### src/rtl/id_ex_pipeline_register.sv
// id_ex_pipeline_register: ID/EX stage register with load-use stall, flush and bubble counter
module id_ex_pipeline_register #(
  parameter int DATA_WIDTH     = 32,
  parameter int REG_ADDR_WIDTH = 5,
  parameter int CNT_WIDTH      = 16
) (
  input  logic                      clk,
  input  logic                      rstN,
  input  logic                      idValid,
  input  logic                      idPcUpdate,
  input  logic                      idMemoryReadEnable,
  input  logic                      idMemoryWriteEnable,
  input  logic                      idRegisterWriteEnable,
  input  logic                      idPcAdderSrc,
  input  logic                      idWriteBackFromAluOrMemory,
  input  logic [1:0]                idAluSrc1,
  input  logic [1:0]                idAluSrc2,
  input  logic [2:0]                idAluOperation,
  input  logic [DATA_WIDTH-1:0]     idPc,
  input  logic [DATA_WIDTH-1:0]     idRs1Data,
  input  logic [DATA_WIDTH-1:0]     idRs2Data,
  input  logic [DATA_WIDTH-1:0]     idImmediate,
  input  logic [REG_ADDR_WIDTH-1:0] idRs1,
  input  logic [REG_ADDR_WIDTH-1:0] idRs2,
  input  logic [REG_ADDR_WIDTH-1:0] idRd,
  input  logic                      idUsesRs1,
  input  logic                      idUsesRs2,
  input  logic [2:0]                idFunct3,
  input  logic                      idFunct7b5,
  input  logic                      flush,
  input  logic                      hold,
  output logic                      exValid,
  output logic                      exPcUpdate,
  output logic                      exMemoryReadEnable,
  output logic                      exMemoryWriteEnable,
  output logic                      exRegisterWriteEnable,
  output logic                      exPcAdderSrc,
  output logic                      exWriteBackFromAluOrMemory,
  output logic [1:0]                exAluSrc1,
  output logic [1:0]                exAluSrc2,
  output logic [2:0]                exAluOperation,
  output logic [DATA_WIDTH-1:0]     exPc,
  output logic [DATA_WIDTH-1:0]     exRs1Data,
  output logic [DATA_WIDTH-1:0]     exRs2Data,
  output logic [DATA_WIDTH-1:0]     exImmediate,
  output logic [REG_ADDR_WIDTH-1:0] exRs1,
  output logic [REG_ADDR_WIDTH-1:0] exRs2,
  output logic [REG_ADDR_WIDTH-1:0] exRd,
  output logic [2:0]                exFunct3,
  output logic                      exFunct7b5,
  output logic                      stallOut,
  output logic [CNT_WIDTH-1:0]      bubbleCount
);
  localparam int W = 18 + 4 * DATA_WIDTH + 3 * REG_ADDR_WIDTH;
  logic [W-1:0] d, q;
  logic         hazard, kill;
  assign hazard = exValid & exMemoryReadEnable & (exRd != '0) & idValid &
                  ((idUsesRs1 & (idRs1 == exRd)) | (idUsesRs2 & (idRs2 == exRd)));
  assign stallOut = ~flush & (hold | hazard);
  assign kill = flush | (~hold & hazard);
  // enables are gated by idValid so X from an invalid decode never reaches EX
  assign d = {idValid,
              idPcUpdate & idValid, idMemoryReadEnable & idValid,
              idMemoryWriteEnable & idValid, idRegisterWriteEnable & idValid,
              idPcAdderSrc, idWriteBackFromAluOrMemory, idAluSrc1, idAluSrc2,
              idAluOperation, idPc, idRs1Data, idRs2Data, idImmediate,
              idRs1, idRs2, idRd, idFunct3, idFunct7b5};
  assign {exValid, exPcUpdate, exMemoryReadEnable, exMemoryWriteEnable,
          exRegisterWriteEnable, exPcAdderSrc, exWriteBackFromAluOrMemory,
          exAluSrc1, exAluSrc2, exAluOperation, exPc, exRs1Data, exRs2Data,
          exImmediate, exRs1, exRs2, exRd, exFunct3, exFunct7b5} = q;
  always_ff @(posedge clk or negedge rstN) begin
    if (!rstN) q <= '0;
    else if (kill) q <= '0;
    else if (!hold) q <= d;
  end
  always_ff @(posedge clk or negedge rstN) begin
    if (!rstN) bubbleCount <= '0;
    else if (!flush && !hold && hazard && !(&bubbleCount)) bubbleCount <= bubbleCount + CNT_WIDTH'(1);
  end
endmodule

### config.mk
export PLATFORM = sky130hd
export DESIGN_NAME = id_ex_pipeline_register
export DESIGN_NICKNAME = d
export VERILOG_FILES = /design/src/rtl/id_ex_pipeline_register.sv
export SDC_FILE = /design/constraint.sdc
export NUM_CORES = 1
export LEC_CHECK = 0
export CAP_MARGIN = 25
export CORE_MARGIN = 4
export CORE_UTILIZATION = 36
export CTS_CLUSTER_DIAMETER = 50
export CTS_CLUSTER_SIZE = 28
export DETAILED_ROUTE_END_ITERATION = 7
export PLACE_DENSITY = 0.75
export SYNTH_ARGS = -nofsm -noshare
export SYNTH_HDL_FRONTEND = slang
export SYNTH_SLANG_ARGS = --single-unit
### constraint.sdc
create_clock -name clk -period 2.15 [get_ports clk]
set_input_delay 0.43 -clock clk [delete_from_list [all_inputs] [get_ports clk]]
set_output_delay 0.43 -clock clk [all_outputs]
set_load 0.01 [all_outputs]
==> reports/summary.json, run 1 <==
{
  "worst_r2r_endpoint": {"value": "bubbleCount[12]"},
  "finalSetupTns": {"value": -0.206, "unit": "ns"},
  "final_antenna_net_count": {"value": 0},
  "arrival": {"value": 1.92, "unit": "ns"},
  "fillerInstances": {"value": 1387},
  "grt_start_max_net_pins": {"value": 87},
  "intPower": {"value": 5820, "unit": "uW"},
  "hold_path_depth": {"value": 1},
  "synthArstFlopShare": {"value": 100, "unit": "%"},
  "postLayoutSetupSlackWorst": {"value": -0.196, "unit": "ns"},
  "setup_viol": {"value": 2},
  "type_of_the_worst_min_delay_path": {"value": "flip-flop to flip-flop"},
  "cellLeakagePower": {"value": 0.00494, "unit": "uW"},
  "r2r_cells": {"value": 6},
  "crit-reg2reg-launch": {"value": "q[5]"},
  "number_of_flops_mapped_to_enable_cells_by_yosys": {"value": 0},
  "worst_skew_pair.late_latency": {"value": 0.42, "unit": "ns"},
  "library_cells_used_by_synthesis": {"value": 28},
  "sw_frac_of_total": {"value": 24.8, "unit": "%"},
  "ys_seq_area_share": {"value": 66.4, "unit": "%"},
  "vias_per_cell": {"value": 5.29},
  "dp_hpwl": {"value": 16200, "unit": "um"},
  "worst-slew-pin-transition": {"value": 0.556, "unit": "ns"},
  "synth-seq-cells": {"value": 177},
  "power.total": {"value": 7740, "unit": "uW"},
  "cts-root-buf": {"value": "sky130_fd_sc_hd__clkbuf_16"},
  "worstSetupEndpointType": {"value": "output pin"},
  "cts.reportedPaths.clkPinSlew": {"value": 0.07, "unit": "ns"},
  "synth.cell_area": {"value": 0.00667, "unit": "mm^2"},
  "number_of_antenna_violations_at_the_first_check_in_global_routing": {"value": 0},
  "run_status": {"value": "complete, but fails checks"},
  "final_cell_count_no_fill": {"value": 1068},
  "comb_power_share": {"value": 16.0, "unit": "%"},
  "violated_checks": {"value": "setup timing"},
  "clk_path_buf_depth": {"value": 2},
  "antenna_diode_instance_count": {"value": 0},
  "nNetsFinal": {"value": 994},
  "vias_in_the_first_global_route": {"value": 6139},
  "design.core.area": {"value": 0.0181, "unit": "mm^2"},
  "numCtsBuffers": {"value": 17},
  "fp-row-count": {"value": 49},
  "slew_viol_final": {"value": 0},
  "overflow": {"value": 0},
  "chipWidth": {"value": 144, "unit": "um"},
  "multi_input_comb_area": {"value": 0.00208, "unit": "mm^2"},
  "fmax": {"value": 0.426, "unit": "GHz"},
  "hold_violations": {"value": 0},
  "holdPathEnd": {"value": "q[156]"},
  "tritoncts_clock_tree": {"value": "done"},
  "maxCapViolCount": {"value": 0},
  "grt_usage": {"value": 20.8, "unit": "%"},
  "worst_ep_required_time": {"value": 1.72, "unit": "ns"},
  "postLayoutCellArea": {"value": 0.0112, "unit": "mm^2"},
  "p_clk_share": {"value": 37.4, "unit": "%"},
  "most-common-layout-cells": {"value": "sky130_fd_sc_hd__clkdlybuf4s50_1 (342), sky130_fd_sc_hd__dfrtp_1 (176), sky130_fd_sc_hd__a22o_1 (157)"},
  "synthesis.instances": {"value": 465},
  "total_vias_in_the_final_route": {"value": 5648},
  "area.growth.synth_to_final": {"value": 68.0, "unit": "%"},
  "place.gp.congestion": {"value": 0.879},
  "worst_setup_path_start_kind": {"value": "flip-flop"},
  "timing.setup.critical_path_class": {"value": "flip-flop to output pin"},
  "postSynthAreaPerCell": {"value": 14.3, "unit": "um^2"},
  "fp.dieArea": {"value": 0.0208, "unit": "mm^2"},
  "first_pass_grt_wire_length": {"value": 33800, "unit": "um"},
  "post-route-period-util": {"value": 109, "unit": "%"},
  "min_period": {"value": 2.35, "unit": "ns"},
  "cts_htree_levels": {"value": 4},
  "clock_skew": {"value": 0.0120, "unit": "ns"},
  "detail_route.iter0.violations": {"value": 228},
  "port_buffers": {"value": 344},
  "critical_path_peak_fanout": {"value": 4},
  "firstDrtPassIters": {"value": 4},
  "register_share_of_total_power": {"value": 46.6, "unit": "%"},
  "drt_drc_violations_left": {"value": 0},
  "start_util": {"value": 36.9, "unit": "%"},
  "synthesis.yosys.warnings": {"value": 0},
  "slew_headroom": {"value": 63.0, "unit": "%"},
  "dp.cells": {"value": 1030},
  "wirelength": {"value": 22500, "unit": "um"},
  "post_route_cells_drive_above_1_share": {"value": 9.89, "unit": "%"},
  "p_switching": {"value": 1920, "unit": "uW"},
  "total_nets_after_synthesis": {"value": 633},
  "cp-startpoint": {"value": "q[7]"},
  "r2r_slack": {"value": -0.01, "unit": "ns"},
  "pin_count": {"value": 345},
  "clock_sink_count": {"value": 177},
  "place_area": {"value": 0.0105, "unit": "mm^2"},
  "holdCritStartpoint": {"value": "q[156]"},
  "final_common_cell": {"value": "sky130_fd_sc_hd__clkdlybuf4s50_1"},
  "rsz0062_at_grt": {"value": "yes"},
  "pre_cts_slack": {"value": -0.595, "unit": "ns"},
  "peakVddDrop": {"value": 491, "unit": "uV"},
  "die-height": {"value": 144, "unit": "um"},
  "power.density_cell_area": {"value": 690, "unit": "mW/mm^2"},
  "ff_latch_area": {"value": 0.00443, "unit": "mm^2"},
  "routedWlPerCell": {"value": 21.0, "unit": "um"},
  "synth_flop_cell": {"value": "sky130_fd_sc_hd__dfrtp_1"}
}
worst max-delay path, stage by stage (launching register included):
cell and delay (ns):
sky130_fd_sc_hd__dfrtp_1 0.39, sky130_fd_sc_hd__buf_4 0.17, sky130_fd_sc_hd__xnor2_2 0.18, sky130_fd_sc_hd__nand4_1 0.15, sky130_fd_sc_hd__o22ai_2 0.22, sky130_fd_sc_hd__a21oi_2 0.10, sky130_fd_sc_hd__nor2_2 0.14, sky130_fd_sc_hd__buf_2 0.16
power groups by stage:
stage	registers [uW]	clock network, uW	logic (uW)
global placement	3650	0	1180
finish	3600	2900	1240
floorplan	3730	0	275
CTS	3600	2970	1230
detailed placement	3660	0	1210
global route	3620	3140	1320
layer usage:
layer	global-route usage [%]	vias up	part of all wire, %
li1	-	2509	-
met1	25.7	2811	39
met2	34.1	275	49
met3	6.22	53	8.2
met4	8.93	0	3.7
met5	0	-	0
cell type report:
cell class,instances,area share (%)
multi-input combinational,252,18.5
timing repair buffer,378,34.4
sequential,177,39.5
clock inverter,12,0.893
clock buffer,20,4.07
tap,229,2.56
sequential cells by signal, indices dropped and copies added, names as in the netlist:
signal	flops
bubbleCount	16
q	161
Yosys cell counts (2+ instances only):
| cell type | instances | share of area, % |
|---|---|---|
| sky130_fd_sc_hd__and3_1 | 6 | 0.56 |
| sky130_fd_sc_hd__nand2_1 | 11 | 0.62 |
| sky130_fd_sc_hd__nand4_1 | 9 | 0.84 |
| sky130_fd_sc_hd__nor2_1 | 7 | 0.39 |
| sky130_fd_sc_hd__xnor2_1 | 21 | 2.8 |
| sky130_fd_sc_hd__buf_2 | 7 | 0.53 |
| sky130_fd_sc_hd__clkbuf_1 | 19 | 1.1 |
| sky130_fd_sc_hd__buf_6 | 10 | 1.7 |
| sky130_fd_sc_hd__mux2_2 | 4 | 0.68 |
| sky130_fd_sc_hd__dfrtp_1 | 177 | 66 |
| sky130_fd_sc_hd__a21oi_1 | 2 | 0.15 |
| sky130_fd_sc_hd__o21ai_0 | 2 | 0.15 |
| sky130_fd_sc_hd__and4_1 | 4 | 0.53 |
| sky130_fd_sc_hd__a22o_1 | 157 | 21 |
| sky130_fd_sc_hd__nand3_1 | 11 | 0.83 |
| sky130_fd_sc_hd__a32o_1 | 4 | 0.60 |
| sky130_fd_sc_hd__nor4_1 | 3 | 0.28 |
stage by stage:
step	hold slack (ns)	util (%)
3_5_place_dp	0.443	58.0
6_report	0.491	62.0
2_1_floorplan	0.134	-
4_1_cts	0.495	61.5
5_1_grt	0.520	62.0
3_3_place_gp	0.434	58.0
cells by family (layout without fill, tap and decap cells):
logic type / Yosys count / after routing / synth area share [%]
flip-flops: 177 / 177 / 66.4
AO/OA/AOI/OAI: 168 / 168 / 21.9
AND/OR/NAND/NOR: 58 / 58 / 4.76
buffers and inverters: 36 / 410 / 3.28
XOR/XNOR: 21 / 21 / 2.76
multiplexers: 4 / 4 / 0.675
adder cells (fa/ha/maj): 1 / 1 / 0.188
worst max path at each step:
stage	endpoint	slack [ns]	cells past startpoint
2_1_floorplan	bubbleCount[1]	0.03	5
3_3_place_gp	stallOut	-0.55	7
3_5_place_dp	stallOut	-0.59	7
4_1_cts	stallOut	-0.20	5
5_1_grt	stallOut	-0.28	7
6_report	stallOut	-0.20	7
what timing repair did:
item,CTS,global route
resized for setup,10,7
hold buffers,1,0
cloned,0,2
setup buffers,2,1
hold endpoints to repair,42,0
pin swaps,7,2
setup endpoints to repair,150,149
No activity file was read; power rests on OpenSTA's default activity.
==> run 2, diff against run 1 <==
Settings changed: CTS_CLUSTER_DIAMETER 50 to default.
==> results of run 2 <==
The final DEF is identical to that of run 1; final timing and power are the same.
==> run 3, diff against run 2 <==
Settings changed: CTS_CLUSTER_DIAMETER from default to 40, SETUP_SLACK_MARGIN from default to 0.05.
==> run 3 against run 2 <==
The run still ends with setup timing left. Final cell count rose by 3.4%. Critical path depth is 2 lower. Total power grew 6.0%. First-iteration DRC count up 4.8%. Die area did not move. Combinational power grew 12%. Setup slack lost 0.026 ns. Largest power group unchanged.
==> reports/summary.json, run 3 (same netlist as run 1, synthesis figures left out) <==
{
  "run_status": {"value": "complete, but fails checks", "change": "unchanged"},
  "violated_checks": {"value": "setup timing", "change": "unchanged"},
  "chipWidth": {"value": 144, "unit": "um", "change": "unchanged"},
  "worstSetupEndpointType": {"value": "output pin", "change": "unchanged"},
  "grt_start_max_net_pins": {"value": 99, "change": "was 87"},
  "drt_drc_violations_left": {"value": 0, "change": "unchanged"},
  "post-route-period-util": {"value": 110, "unit": "%", "change": "was 109%"},
  "worst_skew_pair.late_latency": {"value": 0.42, "unit": "ns", "change": "about the same"},
  "die-height": {"value": 144, "unit": "um", "change": "unchanged"},
  "nNetsFinal": {"value": 1030, "change": "was 994"},
  "slowest_stage": {"value": "sky130_fd_sc_hd__or4_4", "change": "was sky130_fd_sc_hd__dfrtp_1"},
  "pin_count": {"value": 345, "change": "unchanged"},
  "cts-root-buf": {"value": "sky130_fd_sc_hd__clkbuf_16", "change": "unchanged"},
  "grt_usage": {"value": 20.9, "unit": "%", "change": "was 20.8%"},
  "fmax": {"value": 0.422, "unit": "GHz", "change": "was 0.426 GHz"},
  "ff_latch_area": {"value": 0.00443, "unit": "mm^2", "change": "about the same"},
  "registers.top_by_ff_count": {"value": "q", "change": "unchanged"},
  "peakVddDrop": {"value": 453, "unit": "uV", "change": "was 491 uV"},
  "clk_path_buf_depth": {"value": 2, "change": "unchanged"},
  "overflow": {"value": 0, "change": "unchanged"},
  "worst_ep_required_time": {"value": 1.72, "unit": "ns", "change": "about the same"},
  "total_vias_in_the_final_route": {"value": 5842, "change": "was 5,648"},
  "worst_setup_path_start_kind": {"value": "flip-flop", "change": "unchanged"},
  "start_util": {"value": 36.9, "unit": "%", "change": "unchanged"},
  "timing.setup.critical_path_class": {"value": "flip-flop to output pin", "change": "unchanged"},
  "p_clk_share": {"value": 39.1, "unit": "%", "change": "was 37.4%"},
  "fp-row-count": {"value": 49, "change": "unchanged"},
  "flip_flop_count_of_the_largest_register_all_copies_and_words_added": {"value": 161, "change": "unchanged"},
  "numCtsBuffers": {"value": 17, "change": "unchanged"},
  "design.core.area": {"value": 0.0181, "unit": "mm^2", "change": "unchanged"},
  "vias_per_cell": {"value": 5.29, "change": "about the same"},
  "power.density_cell_area": {"value": 686, "unit": "mW/mm^2", "change": "was 690 mW/mm^2"},
  "cts.reportedPaths.clkPinSlew": {"value": 0.07, "unit": "ns", "change": "about the same"},
  "p_switching": {"value": 1940, "unit": "uW", "change": "was 1920 uW"},
  "area.growth.synth_to_final": {"value": 79.3, "unit": "%", "change": "was 68.0%"},
  "clock_skew": {"value": 0.00800, "unit": "ns", "change": "was 0.0120 ns"},
  "post_route_cells_drive_above_1_share": {"value": 13.2, "unit": "%", "change": "was 9.89%"},
  "setup_viol": {"value": 162, "change": "was 2"},
  "sw_frac_of_total": {"value": 23.7, "unit": "%", "change": "was 24.8%"},
  "place.gp.congestion": {"value": 0.940, "change": "was 0.879"},
  "slew_viol_final": {"value": 0, "change": "unchanged"},
  "timing.critical_path.buf_inv": {"value": 1, "change": "was 2"},
  "tritoncts_clock_tree": {"value": "done", "change": "unchanged"},
  "postLayoutCellArea": {"value": 0.0120, "unit": "mm^2", "change": "was 0.0112 mm^2"},
  "maxCapViolCount": {"value": 0, "change": "unchanged"},
  "wirelength": {"value": 24600, "unit": "um", "change": "was 22,500 um"},
  "hold_violations": {"value": 0, "change": "unchanged"},
  "first_pass_grt_wire_length": {"value": 33300, "unit": "um", "change": "was 33,800 um"},
  "clock_sink_count": {"value": 177, "change": "unchanged"},
  "min_period": {"value": 2.37, "unit": "ns", "change": "was 2.35 ns"},
  "register_share_of_total_power": {"value": 43.9, "unit": "%", "change": "was 46.6%"},
  "reg_top3": {"value": "q: 161 flops, bubbleCount: 16 flops", "change": "unchanged"},
  "routedWlPerCell": {"value": 22.3, "unit": "um", "change": "was 21.0 um"},
  "final_cell_count_no_fill": {"value": 1104, "change": "was 1,068"},
  "final_common_cell": {"value": "sky130_fd_sc_hd__clkdlybuf4s50_1", "change": "unchanged"},
  "arrival": {"value": 1.94, "unit": "ns", "change": "was 1.92 ns"},
  "timing.critical_path.max_delay_family": {"value": "simple AND/OR/NAND/NOR gates", "change": "was flip-flops"},
  "port_buffers": {"value": 344, "change": "unchanged"},
  "cellLeakagePower": {"value": 0.00530, "unit": "uW", "change": "was 0.00494 uW"},
  "rsz0062_at_grt": {"value": "yes", "change": "unchanged"},
  "detail_route.iter0.violations": {"value": 239, "change": "was 228"},
  "intPower": {"value": 6260, "unit": "uW", "change": "was 5820 uW"},
  "place_area": {"value": 0.0105, "unit": "mm^2", "change": "about the same"},
  "type_of_the_worst_min_delay_path": {"value": "flip-flop to flip-flop", "change": "unchanged"},
  "fp.dieArea": {"value": 0.0208, "unit": "mm^2", "change": "unchanged"},
  "vias_in_the_first_global_route": {"value": 5985, "change": "was 6,139"},
  "comb_power_share": {"value": 17.0, "unit": "%", "change": "was 16.0%"},
  "slew_headroom": {"value": 62.0, "unit": "%", "change": "was 63.0%"},
  "dp_hpwl": {"value": 15800, "unit": "um", "change": "was 16,200 um"},
  "path_cells": {"value": "or4_4 -> o21a_4 -> a21oi_2 -> nor2_1 -> buf_2", "change": "was buf_4 -> xnor2_2 -> nand4_1 -> o22ai_2 -> a21oi_2 -> nor2_2 -> buf_2"},
  "dp.cells": {"value": 1035, "change": "was 1,030"},
  "cts_htree_levels": {"value": 4, "change": "unchanged"},
  "r2r_slack": {"value": -0.16, "unit": "ns", "change": "was -0.01 ns"},
  "fillerInstances": {"value": 1267, "change": "was 1,387"},
  "multi_input_comb_area": {"value": 0.00207, "unit": "mm^2", "change": "was 0.00208 mm^2"},
  "most-common-layout-cells": {"value": "sky130_fd_sc_hd__clkdlybuf4s50_1 (341), sky130_fd_sc_hd__dfrtp_1 (177), sky130_fd_sc_hd__a22o_1 (157)", "change": "was sky130_fd_sc_hd__clkdlybuf4s50_1 (342), sky130_fd_sc_hd__dfrtp_1 (176), sky130_fd_sc_hd__a22o_1 (157)"},
  "critical_path_peak_fanout": {"value": 3, "change": "was 4"},
  "final_antenna_net_count": {"value": 0, "change": "unchanged"},
  "number_of_antenna_violations_at_the_first_check_in_global_routing": {"value": 1, "change": "was 0"},
  "firstDrtPassIters": {"value": 4, "change": "unchanged"},
  "postLayoutSetupSlackWorst": {"value": -0.222, "unit": "ns", "change": "was -0.196 ns"},
  "worst-slew-pin-transition": {"value": 0.569, "unit": "ns", "change": "was 0.556 ns"},
  "crit_path_max_incr_delay": {"value": 0.53, "unit": "ns", "change": "was 0.39 ns"}
}
[run 3: cell types whose count changed in the layout (fill, tap and decap cells not counted), sizes merged]
cell	before	now
buf	33	54
bufinv	0	3
clkbuf	22	37
clkdlybuf4s50	342	341
clkinv	6	3
diode	0	1
dlygate4sd2	0	1
inv	4	3
[run 3: final timing paths]
kind                        start              to  depth (start not counted)
min in group asynchronous    rstN  bubbleCount[2]                          2
max in group asynchronous    rstN           q[88]                          3
min reg2reg                q[157]          q[157]                          1
min                        q[157]          q[157]                          1
max reg2reg                  q[6]           q[95]                          9
max                          q[6]        stallOut                          5
[run 3: power by group through the flow]
stage | sequential (uW) | clock [uW] | combinational, uW
after floorplan | 3730 | 0 | 275
after global placement | 3660 | 0 | 1180
after detailed placement | 3660 | 0 | 1200
after CTS | 3600 | 3260 | 1270
after global routing | 3620 | 3410 | 1480
final | 3600 | 3210 | 1390
[run 3: routing by layer]
| layer | vias up | share of wire (%) | global-route usage [%] |
|---|---|---|---|
| li1 | 2593 | - | - |
| met1 | 2914 | 40 | 25.4 |
| met2 | 288 | 50 | 35.1 |
| met3 | 47 | 6.7 | 5.92 |
| met4 | 0 | 3.0 | 8.54 |
| met5 | - | 0 | 0 |
[run 3: area by class of cell]
type,count,share of cell area (%)
Tap cell,229,2.40
Clock buffer,20,3.82
Timing Repair Buffer,414,38.2
Multi-Input combinational cell,252,17.3
Sequential cell,177,37.0
Antenna cell,1,0.0209
Clock inverter,11,1.28
[run 3: worst register-to-register path, stage by stage (launching register included)]
cell	delay, ns
sky130_fd_sc_hd__dfrtp_1	0.41
sky130_fd_sc_hd__or4_4	0.53
sky130_fd_sc_hd__o21a_4	0.22
sky130_fd_sc_hd__buf_4	0.13
sky130_fd_sc_hd__buf_6	0.11
sky130_fd_sc_hd__a21oi_4	0.16
sky130_fd_sc_hd__buf_12	0.17
sky130_fd_sc_hd__clkbuf_16	0.21
sky130_fd_sc_hd__clkbuf_16	0.17
sky130_fd_sc_hd__a22o_1	0.13
[run 3: what timing repair did]
item                                    in CTS  in global routing
resized for setup                           24                 18
pin swaps                                   53                 59
hold endpoints to repair                     8                  0
cloned                                       4                 23
endpoints found under the setup margin     163                167
buffers inserted                             6                  3
hold buffers                                 1                  0
[run 3: through the flow]
stage	worst slack [ns]	total power, uW	utilization (%)	setup TNS [ns]	hold slack, ns
after CTS	-0.218	8130	62.9	-0.453	0.506
after floorplan	0.119	4010	-	0	0.134
final	-0.222	8210	66.1	-13.75	0.500
after global routing	-0.272	8510	66.1	-21.70	0.514
after detailed placement	-0.484	4860	58.2	-48.16	0.450
after global placement	-0.504	4830	58.2	-42.94	0.433
